**config.mk**
```make
export PLATFORM = sky130hd
export DESIGN_NAME = uart_xcvr
export DESIGN_NICKNAME = d
export VERILOG_FILES = /design/src/rtl/uart_xcvr.sv
export SDC_FILE = /design/constraint.sdc
export NUM_CORES = 1
export LEC_CHECK = 0
export BUFFER_PORTS_ARGS = -buffer_cell sky130_fd_sc_hd__clkbuf_2
export CAP_MARGIN = 10
export CORE_MARGIN = 2
export CORE_UTILIZATION = 29
export DETAILED_ROUTE_END_ITERATION = 16
export PLACE_DENSITY = 0.56
export SYNTH_ARGS = -nofsm -noshare
export SYNTH_HDL_FRONTEND = slang
export SYNTH_SLANG_ARGS = --single-unit
```
**constraint.sdc**
```tcl
create_clock -name clk -period 3.13 [get_ports clk]
set_input_delay 0.1565 -clock clk [delete_from_list [all_inputs] [get_ports clk]]
set_output_delay 0.1565 -clock clk [all_outputs]
set_load 0.01 [all_outputs]
```
**src/rtl/uart_xcvr.sv**
```systemverilog
// Full-duplex UART: shared baud tick generator, oversampling RX, handshaked TX.
// Ports: clk/reset, dvsr (tick = dvsr+1 clks), parity_mode, stop2,
//   tx_data/tx_valid/tx_ready -> txd, rxd -> rx_data/rx_valid/rx_*_err.
module uart_xcvr #(
  parameter int D_W    = 8,
  parameter int B_TICK = 16,
  parameter int DVSR_W = 11
) (
  input  logic              clk,
  input  logic              reset,
  input  logic [DVSR_W-1:0] dvsr,
  input  logic [1:0]        parity_mode,
  input  logic              stop2,
  input  logic [D_W-1:0]    tx_data,
  input  logic              tx_valid,
  output logic              tx_ready,
  output logic              txd,
  input  logic              rxd,
  output logic [D_W-1:0]    rx_data,
  output logic              rx_valid,
  output logic              rx_parity_err,
  output logic              rx_frame_err
);

  localparam int SW = $clog2(2 * B_TICK);
  localparam int NW = $clog2(D_W + 1);

  localparam logic [SW-1:0] HALF_M1 = SW'(B_TICK / 2 - 1);
  localparam logic [SW-1:0] BIT_M1  = SW'(B_TICK - 1);
  localparam logic [SW-1:0] STP2_M1 = SW'(2 * B_TICK - 1);
  localparam logic [NW-1:0] LAST    = NW'(D_W - 1);

  typedef enum logic [2:0] {
    IDLE, START, DATA, PARITY, STOP
  } state_t;

  // Tick generator; a shrinking dvsr below the count wraps at 2^DVSR_W.
  logic [DVSR_W-1:0] tcnt;
  logic              tick;

  assign tick = (tcnt == dvsr);

  always_ff @(posedge clk) begin
    if (reset)     tcnt <= '0;
    else if (tick) tcnt <= '0;
    else           tcnt <= tcnt + 1'b1;
  end

  // Receiver
  logic           rx_s1, rx_s2;
  state_t         rx_st;
  logic [SW-1:0]  rx_tc;
  logic [NW-1:0]  rx_n;
  logic [D_W-1:0] rx_sh;
  logic           rx_pen, rx_podd, rx_perr;

  always_ff @(posedge clk) begin
    if (reset) begin
      rx_s1         <= 1'b1;
      rx_s2         <= 1'b1;
      rx_st         <= IDLE;
      rx_tc         <= '0;
      rx_n          <= '0;
      rx_sh         <= '0;
      rx_pen        <= 1'b0;
      rx_podd       <= 1'b0;
      rx_perr       <= 1'b0;
      rx_data       <= '0;
      rx_valid      <= 1'b0;
      rx_parity_err <= 1'b0;
      rx_frame_err  <= 1'b0;
    end else begin
      rx_s1    <= rxd;
      rx_s2    <= rx_s1;
      rx_valid <= 1'b0;
      case (rx_st)
        IDLE: begin
          if (!rx_s2) begin
            rx_st   <= START;
            rx_tc   <= '0;
            rx_pen  <= ^parity_mode;
            rx_podd <= (parity_mode == 2'b10);
            rx_perr <= 1'b0;
          end
        end
        START: begin
          if (tick) begin
            if (rx_tc == HALF_M1) begin
              // Line back high at mid-start: a glitch.
              if (!rx_s2) begin
                rx_tc <= '0;
                rx_n  <= '0;
                rx_st <= DATA;
              end else begin
                rx_st <= IDLE;
              end
            end else begin
              rx_tc <= rx_tc + 1'b1;
            end
          end
        end
        DATA: begin
          if (tick) begin
            if (rx_tc == BIT_M1) begin
              rx_tc <= '0;
              rx_sh <= {rx_s2, rx_sh[D_W-1:1]};
              if (rx_n == LAST)
                rx_st <= rx_pen ? PARITY : STOP;
              else
                rx_n <= rx_n + 1'b1;
            end else begin
              rx_tc <= rx_tc + 1'b1;
            end
          end
        end
        PARITY: begin
          if (tick) begin
            if (rx_tc == BIT_M1) begin
              rx_tc   <= '0;
              rx_perr <= rx_s2 ^ (^rx_sh) ^ rx_podd;
              rx_st   <= STOP;
            end else begin
              rx_tc <= rx_tc + 1'b1;
            end
          end
        end
        STOP: begin
          if (tick) begin
            if (rx_tc == BIT_M1) begin
              rx_tc         <= '0;
              rx_data       <= rx_sh;
              rx_parity_err <= rx_perr;
              rx_frame_err  <= !rx_s2;
              rx_valid      <= 1'b1;
              rx_st         <= IDLE;
            end else begin
              rx_tc <= rx_tc + 1'b1;
            end
          end
        end
        default: rx_st <= IDLE;
      endcase
    end
  end

  // Transmitter
  state_t         tx_st;
  logic [SW-1:0]  tx_tc;
  logic [NW-1:0]  tx_n;
  logic [D_W-1:0] tx_sh;
  logic           tx_pen, tx_pbit, tx_s2;

  always_ff @(posedge clk) begin
    if (reset) begin
      tx_st    <= IDLE;
      tx_tc    <= '0;
      tx_n     <= '0;
      tx_sh    <= '0;
      tx_pen   <= 1'b0;
      tx_pbit  <= 1'b0;
      tx_s2    <= 1'b0;
      tx_ready <= 1'b1;
      txd      <= 1'b1;
    end else begin
      case (tx_st)
        IDLE: begin
          if (tx_valid) begin
            tx_sh    <= tx_data;
            tx_pen   <= ^parity_mode;
            tx_pbit  <= (^tx_data) ^ (parity_mode == 2'b10);
            tx_s2    <= stop2;
            tx_tc    <= '0;
            tx_ready <= 1'b0;
            txd      <= 1'b0;
            tx_st    <= START;
          end
        end
        START: begin
          if (tick) begin
            if (tx_tc == BIT_M1) begin
              tx_tc <= '0;
              tx_n  <= '0;
              txd   <= tx_sh[0];
              tx_st <= DATA;
            end else begin
              tx_tc <= tx_tc + 1'b1;
            end
          end
        end
        DATA: begin
          if (tick) begin
            if (tx_tc == BIT_M1) begin
              tx_tc <= '0;
              tx_sh <= tx_sh >> 1;
              if (tx_n == LAST) begin
                txd   <= tx_pen ? tx_pbit : 1'b1;
                tx_st <= tx_pen ? PARITY : STOP;
              end else begin
                tx_n <= tx_n + 1'b1;
                txd  <= tx_sh[1];
              end
            end else begin
              tx_tc <= tx_tc + 1'b1;
            end
          end
        end
        PARITY: begin
          if (tick) begin
            if (tx_tc == BIT_M1) begin
              tx_tc <= '0;
              txd   <= 1'b1;
              tx_st <= STOP;
            end else begin
              tx_tc <= tx_tc + 1'b1;
            end
          end
        end
        STOP: begin
          if (tick) begin
            if (tx_tc == (tx_s2 ? STP2_M1 : BIT_M1)) begin
              tx_tc    <= '0;
              tx_ready <= 1'b1;
              tx_st    <= IDLE;
            end else begin
              tx_tc <= tx_tc + 1'b1;
            end
          end
        end
        default: tx_st <= IDLE;
      endcase
    end
  end

endmodule

```
==> flow_summary.json <==
{
  "core_um2": 12700,
  "antenna_found_initial": 0,
  "die_h_um": 118,
  "clock_skew_ns": 0.00813,
  "synth_area_leaders": "dfxtp_1, xnor2_1, nor2_1",
  "power_density_nw_per_um2": 565,
  "drt_first_pass_iters": 4,
  "critPathMaxStageDelay_ns": 0.51,
  "boundaryPins": 39,
  "worstPathMaxFanout": 8,
  "crit_path_end_kind": "flop",
  "nFillCells": 1378,
  "cts.clk_slew.worst_paths_ns": 0.06,
  "yosysTopAreaCell": "dfxtp_1",
  "synth_seq_cells": 72,
  "grt_overflow": 0,
  "yosysWarnings": 0,
  "setup_viol": 0,
  "synthTopCellsByCount": "dfxtp_1, nor2_1, nand2_1",
  "critical_path.top_delay_family": "simple AND/OR/NAND/NOR gates",
  "clock_latency_ns": 0.34,
  "cap_violations": 0,
  "gp_congestion": 0.852,
  "crit_required_ns": 3.38,
  "ys_seq_area_frac": 0.380,
  "synthToLayoutAreaGrowth_pct": 16.6,
  "p_total_uw": 2500,
  "arrival_ns": 2.57,
  "viasPerCell": 4.79,
  "cts.sinks": 72,
  "rsz0062_at_grt": "no",
  "drtIter0Drc": 194,
  "routed_wl_um": 7940,
  "core.rowCount": 41,
  "hp-class": "in2reg",
  "critPathBufInv": 0,
  "worst_pin_slew_ns": 0.843,
  "synth_flop_cell": "dfxtp_1",
  "max_slew_margin": 0.438,
  "vdd_drop_max_uv": 270,
  "dp_hpwl_um": 5760,
  "status": "completed",
  "synth_area_per_cell_um2": 8.55,
  "grt_pass1_vias": 2908,
  "post-route-period-util": 0.741,
  "synth_area_um2": 3800,
  "grt.total_usage": 0.118,
  "grt_start_max_net_pins": 43,
  "synth_edf_count": 0,
  "synth_cells": 444,
  "yosysMostFrequentCell": "dfxtp_1",
  "htree_levels": 3,
  "fin_util": 0.348,
  "critical_path.cell_chain": "xnor2_1 > nand4_1 > nor3_4 > nand3_2 > or4_1 > a21oi_1",
  "final_antenna_net_count": 0,
  "die_area_um2": 14000,
  "port_buffers": 38,
  "maxSlewViolCount": 0,
  "antennaDiodeCount": 0,
  "path_class": "reg2reg",
  "drive_gt1_frac": 0.152,
  "max_freq_mhz": 431,
  "synth_cell_type_count": 61,
  "fin_setup_tns_ns": 0,
  "die_w_um": 118,
  "grt_pass1_wl_um": 13600,
  "clk_path_buf_depth": 2,
  "final-hold-violation-count": 0,
  "num_vias": 3118,
  "wl_per_cell_um": 12.2,
  "async_flop_share": 0,
  "synth_top_area_share": 0.380,
  "start_util": 0.298,
  "cpMaxStageDelayCell": "or4_1",
  "cts_tree": "yes",
  "syn_nets": 480,
  "drc": 0,
  "cts-root-buf": "clkbuf_16",
  "p_leak_uw": 0.00164,
  "period_minus_slack_ns": 2.32,
  "numCtsBuffers": 9,
  "start_kind": "flop",
  "fin_nets": 510
}
## sequential cells by signal (all words and copies together) (netlist names), 3 cells and up
name	cells
tx_n	4
rx_sh	8
rx_n	4
rx_st	3
tx_st	3
rx_tc	5
tx_tc	5
tcnt	11
rx_data	8
tx_sh	8
## logic make-up (layout without fill, tap and decap cells)
kind of cell | Yosys count | count (layout) | share of synthesized area
simple gates | 177 | 177 | 0.238
compound gates | 82 | 82 | 0.148
flops | 72 | 72 | 0.380
xor+xnor | 41 | 41 | 0.0965
buf+inv | 38 | 73 | 0.0422
mux | 24 | 24 | 0.0633
fa+ha+maj | 10 | 10 | 0.0329
## per-layer routing
metal / GRT usage / up-vias / wire, um
met5: 0 / - / 0
met4: 0.0424 / 0 / 77
met3: 0.0290 / 5 / 234
met2: 0.189 / 37 / 3660
met1: 0.155 / 1454 / 3970
li1: - / 1622 / -
## stage by stage
| stage | hold WS [ns] | cell area (um2) | setup slack (ns) | std cells |
|---|---|---|---|---|
| global route | 0.0690 | 4430 | 0.638 | 651 |
| detailed placement | 0.347 | 4130 | 0.845 | 634 |
| global placement | 0.345 | 4130 | 0.887 | 634 |
| finish | 0.0675 | 4430 | 0.811 | 651 |
| floorplan | 0.260 | 3800 | 1.17 | 444 |
| CTS | 0.0611 | 4430 | 0.828 | 651 |
## tightest hold or removal path, cell delays in order
cell,delay [ns]
clkbuf_2,0.08
mux2i_1,0.05
nor2_1,0.07
## report_power, final
part           switching [uW]  leakage, uW  total [uW]  internal, uW
Combinational             257     0.000914         442           185
Clock                     440     0.000146        1000           562
Sequential               70.1     0.000585        1060           989
## layout make-up
cell class                      count  area [um2]  area share
Clock inverter                      7        66.3      0.0150
Inverter                           14        52.6      0.0119
Sequential cell                    72        1440       0.326
Timing Repair Buffer               43         230      0.0520
Tap cell                          172         215      0.0486
Clock buffer                        9         225      0.0509
Multi-Input combinational cell    334        2200       0.496
## final timing paths
check,from,to,slack [ns],cells after the start
worst max-delay path,tcnt[0],tx_n[3],0.81,6
worst min-delay path,stop2,tx_s2,0.07,3
worst max register to register,tcnt[0],tx_n[3],0.81,6
worst min register to register,rx_s1,rx_s2,0.41,1
## what timing repair did
action / in CTS / in global routing
buffers inserted: 0 / 0
resized for setup: 0 / 0
hold buffers: 1 / 0
endpoints found under the hold margin: 1 / 0
## layout by cell type, fill, tap and decap left out, types with 8 or more instances in the layout
cell | netlist | routed
a21oi_1 | 23 | 23
a311oi_1 | 8 | 8
clkbuf_16 | 0 | 9
clkbuf_2 | 0 | 38
dfxtp_1 | 72 | 72
ha_1 | 10 | 10
inv_1 | 13 | 13
mux2i_1 | 24 | 24
nand2_1 | 35 | 35
nand3_1 | 13 | 13
nand3b_1 | 8 | 8
nor2_1 | 65 | 65
nor3_1 | 10 | 10
xnor2_1 | 31 | 31
xor2_1 | 9 | 9
No activity file was read; power rests on OpenSTA's default activity.
